==> config.mk <==
export PLATFORM = sky130hd
export DESIGN_NAME = data_ram_arbiter_flat
export DESIGN_NICKNAME = d
export VERILOG_FILES = /design/src/rtl/data_ram_arbiter_if.sv /design/src/rtl/data_ram_arbiter.sv /design/src/flat_wrapper.sv
export SDC_FILE = /design/constraint.sdc
export NUM_CORES = 1
export LEC_CHECK = 0
export CAP_MARGIN = 30
export CORE_AREA = 3 3 112 141
export CTS_CLUSTER_SIZE = 30
export DETAILED_ROUTE_END_ITERATION = 6
export DIE_AREA = 0 0 115 144
export PLACE_DENSITY = 0.8
export SYNTH_ARGS = -nofsm -noshare
export SYNTH_HDL_FRONTEND = slang
export SYNTH_SLANG_ARGS = --single-unit
==> constraint.sdc <==
create_clock -name CLK -period 2.4 [get_ports CLK]
set_input_delay 0.72 -clock CLK [delete_from_list [all_inputs] [get_ports CLK]]
set_output_delay 0.72 -clock CLK [all_outputs]
set_load 0.01 [all_outputs]
==> src/rtl/data_ram_arbiter_if.sv <==
// Bus bundle for the data RAM arbiter: two word requesters, the byte-wide memory port
// and the FSM debug view. The arbiter uses the slave modport, the requester/memory side uses master.
interface data_ram_arbiter_if #(
  parameter int ADDR_W = 8
);
  // Handshake: a request is accepted on a rising CLK edge only when reqN_valid and reqN_ready
  // are both high. reqN_ready is combinational and can only be high while the arbiter is idle.
  // reqN_done pulses for one cycle when that port's access has finished.
  logic              req0_valid;
  logic              req0_rw;
  logic [31:0]       req0_addr;
  logic [31:0]       req0_wdata;
  logic              req0_ready;
  logic              req0_done;
  logic [31:0]       req0_rdata;

  logic              req1_valid;
  logic              req1_rw;
  logic [31:0]       req1_addr;
  logic [31:0]       req1_wdata;
  logic              req1_ready;
  logic              req1_done;
  logic [31:0]       req1_rdata;

  logic              busy;
  logic [ADDR_W-1:0] mem_addr;
  logic              mem_we;
  logic [7:0]        mem_wdata;
  logic [7:0]        mem_rdata;

  logic [1:0]        dbg_state;

  modport slave (
    input  req0_valid, req0_rw, req0_addr, req0_wdata,
    output req0_ready, req0_done, req0_rdata,
    input  req1_valid, req1_rw, req1_addr, req1_wdata,
    output req1_ready, req1_done, req1_rdata,
    output busy, mem_addr, mem_we, mem_wdata, dbg_state,
    input  mem_rdata
  );

  modport master (
    output req0_valid, req0_rw, req0_addr, req0_wdata,
    input  req0_ready, req0_done, req0_rdata,
    output req1_valid, req1_rw, req1_addr, req1_wdata,
    input  req1_ready, req1_done, req1_rdata,
    input  busy, mem_addr, mem_we, mem_wdata, dbg_state,
    output mem_rdata
  );
endinterface

==> src/rtl/data_ram_arbiter.sv <==
// Round-robin arbiter for two 32-bit requesters sharing a byte-wide data RAM.
// Each word access is sequenced as four big-endian byte beats, followed by a one-cycle done pulse.
module data_ram_arbiter #(
  parameter int ADDR_W = 8
) (
  input  logic               CLK,
  input  logic               Reset,
  data_ram_arbiter_if.slave  bus
);
  typedef enum logic [1:0] {
    S_IDLE = 2'd0,
    S_BEAT = 2'd1,
    S_DONE = 2'd2
  } state_t;

  state_t            r_state;
  state_t            w_next;
  logic [1:0]        r_beat;
  logic [ADDR_W-1:0] r_addr;
  logic              r_rw;
  logic              r_port;
  logic              r_last_grant;
  logic [31:0]       r_wdata;
  logic [31:0]       r_asm;
  logic [31:0]       r_rdata0;
  logic [31:0]       r_rdata1;

  logic              w_grant_vld;
  logic              w_grant_port;
  logic              w_accept;
  logic              w_last_beat;
  logic [7:0]        w_wbyte;
  logic [31:0]       w_asm_next;
  logic              w_unused;

  // Only the low ADDR_W address bits reach the memory.
  assign w_unused = ^{bus.req0_addr[31:ADDR_W], bus.req1_addr[31:ADDR_W]};

  // When both ports request, the port that was not granted last time wins.
  always_comb begin
    w_grant_vld = bus.req0_valid | bus.req1_valid;
    if (bus.req0_valid && bus.req1_valid) w_grant_port = ~r_last_grant;
    else                                  w_grant_port = bus.req1_valid;
  end

  // Reset also gates acceptance, so ready stays low while Reset is held.
  assign w_accept    = (r_state == S_IDLE) && w_grant_vld && Reset;
  assign w_last_beat = (r_beat == 2'd3);

  always_comb begin
    w_wbyte    = 8'h00;
    w_asm_next = r_asm;
    case (r_beat)
      2'd0: begin w_wbyte = r_wdata[31:24]; w_asm_next = {bus.mem_rdata, r_asm[23:0]}; end
      2'd1: begin w_wbyte = r_wdata[23:16]; w_asm_next = {r_asm[31:24], bus.mem_rdata, r_asm[15:0]}; end
      2'd2: begin w_wbyte = r_wdata[15:8];  w_asm_next = {r_asm[31:16], bus.mem_rdata, r_asm[7:0]}; end
      default: begin w_wbyte = r_wdata[7:0]; w_asm_next = {r_asm[31:8], bus.mem_rdata}; end
    endcase
  end

  always_ff @(posedge CLK or negedge Reset) begin
    if (!Reset) r_state <= S_IDLE;
    else        r_state <= w_next;
  end

  always_comb begin
    w_next = r_state;
    case (r_state)
      S_IDLE:  if (w_accept) w_next = S_BEAT;
      S_BEAT:  if (w_last_beat) w_next = S_DONE;
      S_DONE:  w_next = S_IDLE;
      default: w_next = S_IDLE;
    endcase
  end

  always_comb begin
    bus.req0_ready = 1'b0;
    bus.req1_ready = 1'b0;
    bus.req0_done  = 1'b0;
    bus.req1_done  = 1'b0;
    bus.busy       = 1'b0;
    bus.mem_addr   = '0;
    bus.mem_we     = 1'b0;
    bus.mem_wdata  = 8'h00;
    case (r_state)
      S_IDLE: begin
        bus.req0_ready = w_accept & ~w_grant_port;
        bus.req1_ready = w_accept &  w_grant_port;
      end
      S_BEAT: begin
        bus.busy      = 1'b1;
        bus.mem_addr  = r_addr + ADDR_W'(r_beat);
        bus.mem_we    = r_rw;
        bus.mem_wdata = r_rw ? w_wbyte : 8'h00;
      end
      S_DONE: begin
        bus.busy      = 1'b1;
        bus.req0_done = ~r_port;
        bus.req1_done =  r_port;
      end
      default: ;
    endcase
  end

  assign bus.dbg_state  = r_state;
  assign bus.req0_rdata = r_rdata0;
  assign bus.req1_rdata = r_rdata1;

  // The request is latched at acceptance, so later changes on the request inputs are ignored.
  always_ff @(posedge CLK or negedge Reset) begin
    if (!Reset) begin
      r_beat       <= 2'd0;
      r_addr       <= '0;
      r_rw         <= 1'b0;
      r_port       <= 1'b0;
      r_last_grant <= 1'b1;
      r_wdata      <= 32'h0;
      r_asm        <= 32'h0;
      r_rdata0     <= 32'h0;
      r_rdata1     <= 32'h0;
    end else if (w_accept) begin
      r_beat       <= 2'd0;
      r_port       <= w_grant_port;
      r_last_grant <= w_grant_port;
      r_rw         <= w_grant_port ? bus.req1_rw : bus.req0_rw;
      r_addr       <= w_grant_port ? bus.req1_addr[ADDR_W-1:0] : bus.req0_addr[ADDR_W-1:0];
      r_wdata      <= w_grant_port ? bus.req1_wdata : bus.req0_wdata;
    end else if (r_state == S_BEAT) begin
      r_beat <= r_beat + 2'd1;
      if (!r_rw) begin
        r_asm <= w_asm_next;
        // Publish the whole word on the last beat so rdata is valid throughout DONE.
        if (w_last_beat) begin
          if (r_port) r_rdata1 <= w_asm_next;
          else        r_rdata0 <= w_asm_next;
        end
      end
    end
  end
endmodule

==> src/flat_wrapper.sv <==
// flat-port wrapper written by rule: the top's interface ports become plain ports
module data_ram_arbiter_flat 
#(
  parameter int ADDR_W = 8
)
  (CLK, Reset, bus_req0_valid, bus_req0_rw, bus_req0_addr, bus_req0_wdata, bus_req0_ready, bus_req0_done, bus_req0_rdata, bus_req1_valid, bus_req1_rw, bus_req1_addr, bus_req1_wdata, bus_req1_ready, bus_req1_done, bus_req1_rdata, bus_busy, bus_mem_addr, bus_mem_we, bus_mem_wdata, bus_dbg_state, bus_mem_rdata);
  data_ram_arbiter_if #(.ADDR_W(ADDR_W)) bus_i ();
  input  logic CLK;
  input  logic Reset;
  input wire logic [$bits(bus_i.req0_valid)-1:0] bus_req0_valid;
  input wire logic [$bits(bus_i.req0_rw)-1:0] bus_req0_rw;
  input wire logic [$bits(bus_i.req0_addr)-1:0] bus_req0_addr;
  input wire logic [$bits(bus_i.req0_wdata)-1:0] bus_req0_wdata;
  output wire logic [$bits(bus_i.req0_ready)-1:0] bus_req0_ready;
  output wire logic [$bits(bus_i.req0_done)-1:0] bus_req0_done;
  output wire logic [$bits(bus_i.req0_rdata)-1:0] bus_req0_rdata;
  input wire logic [$bits(bus_i.req1_valid)-1:0] bus_req1_valid;
  input wire logic [$bits(bus_i.req1_rw)-1:0] bus_req1_rw;
  input wire logic [$bits(bus_i.req1_addr)-1:0] bus_req1_addr;
  input wire logic [$bits(bus_i.req1_wdata)-1:0] bus_req1_wdata;
  output wire logic [$bits(bus_i.req1_ready)-1:0] bus_req1_ready;
  output wire logic [$bits(bus_i.req1_done)-1:0] bus_req1_done;
  output wire logic [$bits(bus_i.req1_rdata)-1:0] bus_req1_rdata;
  output wire logic [$bits(bus_i.busy)-1:0] bus_busy;
  output wire logic [$bits(bus_i.mem_addr)-1:0] bus_mem_addr;
  output wire logic [$bits(bus_i.mem_we)-1:0] bus_mem_we;
  output wire logic [$bits(bus_i.mem_wdata)-1:0] bus_mem_wdata;
  output wire logic [$bits(bus_i.dbg_state)-1:0] bus_dbg_state;
  input wire logic [$bits(bus_i.mem_rdata)-1:0] bus_mem_rdata;
  assign bus_i.req0_valid = bus_req0_valid;
  assign bus_i.req0_rw = bus_req0_rw;
  assign bus_i.req0_addr = bus_req0_addr;
  assign bus_i.req0_wdata = bus_req0_wdata;
  assign bus_req0_ready = bus_i.req0_ready;
  assign bus_req0_done = bus_i.req0_done;
  assign bus_req0_rdata = bus_i.req0_rdata;
  assign bus_i.req1_valid = bus_req1_valid;
  assign bus_i.req1_rw = bus_req1_rw;
  assign bus_i.req1_addr = bus_req1_addr;
  assign bus_i.req1_wdata = bus_req1_wdata;
  assign bus_req1_ready = bus_i.req1_ready;
  assign bus_req1_done = bus_i.req1_done;
  assign bus_req1_rdata = bus_i.req1_rdata;
  assign bus_busy = bus_i.busy;
  assign bus_mem_addr = bus_i.mem_addr;
  assign bus_mem_we = bus_i.mem_we;
  assign bus_mem_wdata = bus_i.mem_wdata;
  assign bus_dbg_state = bus_i.dbg_state;
  assign bus_i.mem_rdata = bus_mem_rdata;
  data_ram_arbiter #(.ADDR_W(ADDR_W)) u_core (.CLK(CLK), .Reset(Reset), .bus(bus_i));
endmodule
==> results_dict.tcl <==
set metrics [dict create \
    power_density_nw_per_um2 1340 \
    cp_max_fo 5 \
    pwr-share-comb 0.479 \
    switching_power_mw 4.46 \
    p_int_mw 8.48 \
    setup_violations 15 \
    wl_met3_mm 1.20 \
    row_count 49 \
    max_freq_mhz 359 \
    total_leakage_power_nw 4.34 \
    cts.sink_count 143 \
    met1_length_mm 7.07 \
    placeableCoreArea_um2 14500 \
    hp-class "in2async" \
    status "finished with violations" \
    synth_cells 515 \
    synth_ff_type "dfrtp_1" \
    postRouteAntennaNets 0 \
    rsz0062_at_grt "true" \
    synth_top_area_cell "dfrtp_1" \
    pre_cts_ws_ns -0.395 \
    period_minus_slack_ns 2.78 \
    arrival_ns 2.06 \
    io_pins 230 \
    cp-start-kind "flop" \
    required_ns 1.68 \
    grt.overflow.total 0 \
    grt_pass1_vias 5744 \
    synth_most_common_cell "dfrtp_1" \
    violations "negative setup slack" \
    swShare 0.345 \
    ir_worst_vdd_mv 0.517 \
    place.gp.congestion 0.869 \
    syn_avg_cell_area_um2 12.9 \
    place_area_um2 8820 \
    setup.worst_path.class "reg2out" \
    worst_slack_ns -0.383 \
    nNetsFinal 889 \
    synthTopCellsByArea "dfrtp_1 (53%), mux2_2 (15%), a221o_1 (6.2%)" \
    synth_edf_count 0 \
    cts_max_path_buffers 2 \
    cts_buffers 17 \
    start_util 0.460 \
    num_vias 5220 \
    synth.top_cell.area_share 0.533 \
    dr.pass1.iters 5 \
    cts_root_buf "clkbuf_16" \
    ys_types 43 \
    antenna_found_initial 0 \
    routed_via_density 5.64 \
    routedWlPerCell_um 20.1 \
    tightest_slew_ns 0.831 \
    cts_tree "done" \
    wl_met2_mm 9.74 \
    post-dp-hpwl_mm 13.0 \
    hold_violations 0 \
    power_frac_seq 0.319 \
    max-cap-violations 0 \
    slew_violations 0 \
    drt-total-wl_mm 18.6 \
    fp.dieH_um 144 \
    drtIter0Drc 361 \
    cp-end-kind "output pin" \
    ys_seq_elements 143 \
    skew_ns 0.00899 \
    synthToLayoutAreaGrowth_pct 45.4 \
    seq_area_frac_synth 0.537 \
    postLayoutCellArea_um2 9690 \
    synthTopCellsByCount "dfrtp_1 (142), mux2_2 (88), and2_1 (48), a221o_1 (41), a22o_1 (24)" \
    antenna_cells 0 \
    htreeDepth 4 \
    drc_errors 0 \
    die_w_um 115 \
    synth_fp_nets 669 \
    drive_gt1_frac 0.320 \
    io_buffer_count 181 \
    finalCritPeriodShare 1.16 \
    p_clk_frac 0.202 \
    synthArstFlopShare 1.00 \
    grt.total_usage 0.236 \
    syn_area_um2 6660 \
    grt_pass1_wl_mm 30.3 \
    grt_max_degree 69 \
    worstSkewPairLatency_ns 0.42 \
    die_area_um2 16600 \
    routed.top_layer "met4" \
    cts.clk_slew.worst_paths_ns 0.06 \
    yosys_warnings 0 \
    relSlewSlack 0.446 \
]
-- area by class of cell --
cell class | instances | area, um^2
clock buffer | 20 | 457
clock inverter | 12 | 133
fill | 1045 | 4780
inverter | 11 | 41.3
multi-input combinational | 324 | 3020
sequential | 143 | 3580
tap | 178 | 223
timing repair buffer | 238 | 2230
-- critical path: stages (launching register included) --
cell and delay (ns):
dfrtp_2 0.46, buf_6 0.14, ha_4 0.17, buf_6 0.13, a222oi_1 0.34, o21ai_1 0.13, and2_1 0.15, buf_2 0.14
-- worst paths after layout --
| path | startpoint | endpoint | slack (ns) | cells after the start |
|---|---|---|---|---|
| setup / recovery | u_core.r_beat[0] | bus_mem_wdata[2] | -0.38 | 7 |
| hold / removal | Reset | u_core.r_wdata[14] | 0.37 | 2 |
| setup reg to reg | u_core.r_beat[0] | u_core.bus.req0_rdata[18] | 0.09 | 7 |
| hold reg to reg | u_core.r_asm[5] | u_core.r_asm[5] | 0.50 | 1 |
| max in group asynchronous | Reset | u_core.r_asm[26] | 0.78 | 3 |
| min in group CLK | u_core.r_asm[5] | u_core.r_asm[5] | 0.50 | 1 |
-- state kept, by name, summed over array words and instances, names as in the netlist --
| name | cells |
|---|---|
| u_core.r_rw | 1 |
| u_core.r_asm | 32 |
| u_core.r_wdata | 32 |
| u_core.bus.dbg_state | 2 |
| u_core.r_port | 1 |
| u_core.r_addr | 8 |
| u_core.bus.req0_rdata | 32 |
| u_core.bus.req1_rdata | 32 |
| u_core.r_last_grant | 1 |
| u_core.r_beat | 2 |
-- layout by cell type (no fill, tap or decap), types with 3 or more instances in the layout --
master / instances
a21oi_1: 3
a222oi_1: 8
a22o_1: 24
nand2b_1: 8
inv_2: 5
nor2b_1: 3
clkdlybuf4s50_1: 158
a21oi_4: 4
and2_1: 47
nand2_1: 16
nor2_1: 6
or3_4: 5
clkinv_2: 3
a221o_1: 41
buf_2: 17
buf_12: 4
mux2_2: 88
o21ai_1: 9
nand3_2: 3
a32o_1: 8
clkinvlp_4: 3
clkbuf_16: 17
inv_1: 6
buf_4: 45
dfrtp_2: 3
ha_4: 7
ha_1: 3
buf_6: 11
dfrtp_1: 139
o21ai_0: 10
-- routing by layer --
metal,global-route usage,vias to the layer above
met1,0.280,2597
met4,0.0977,0
li1,-,2358
met5,0,-
met3,0.0573,34
met2,0.410,231
-- metrics by stage --
stage	setup TNS, ns	std cells	power (mW)	utilization	hold slack (ns)
after floorplan	0	515	7.21	-	0.424
after global placement	-4.55	874	9.50	0.610	0.476
after detailed placement	-6.34	874	9.78	0.610	0.483
after CTS	-3.56	919	12.7	0.661	0.370
after global routing	-4.86	926	13.7	0.670	0.411
final	-3.79	926	12.9	0.670	0.369
-- timing repair --
action | 4_1_cts | 5_1_grt
hold buffers | 0 | 0
pin swaps | 25 | 15
resized for setup | 122 | 26
setup endpoints to repair | 22 | 68
buffers inserted | 13 | 7
-- power by group through the flow --
stage                     registers, mW  logic, mW  clock network [mW]
after floorplan                    4.19       3.02                   0
after global placement             4.05       5.44                   0
after detailed placement           4.13       5.65                   0
after CTS                          4.11       5.97                2.66
after global routing               4.25       6.71                2.76
final                              4.13       6.20                2.62
-- kinds of logic after synthesis --
logic type	synth area share
XOR/XNOR	0.00394
flip-flops	0.537
multiplexers	0.152
AO/OA/AOI/OAI	0.152
AND/OR/NAND/NOR	0.0926
adder cells (fa/ha/maj)	0.0237
buffers and inverters	0.0387
(Power assumes the default switching activity.)
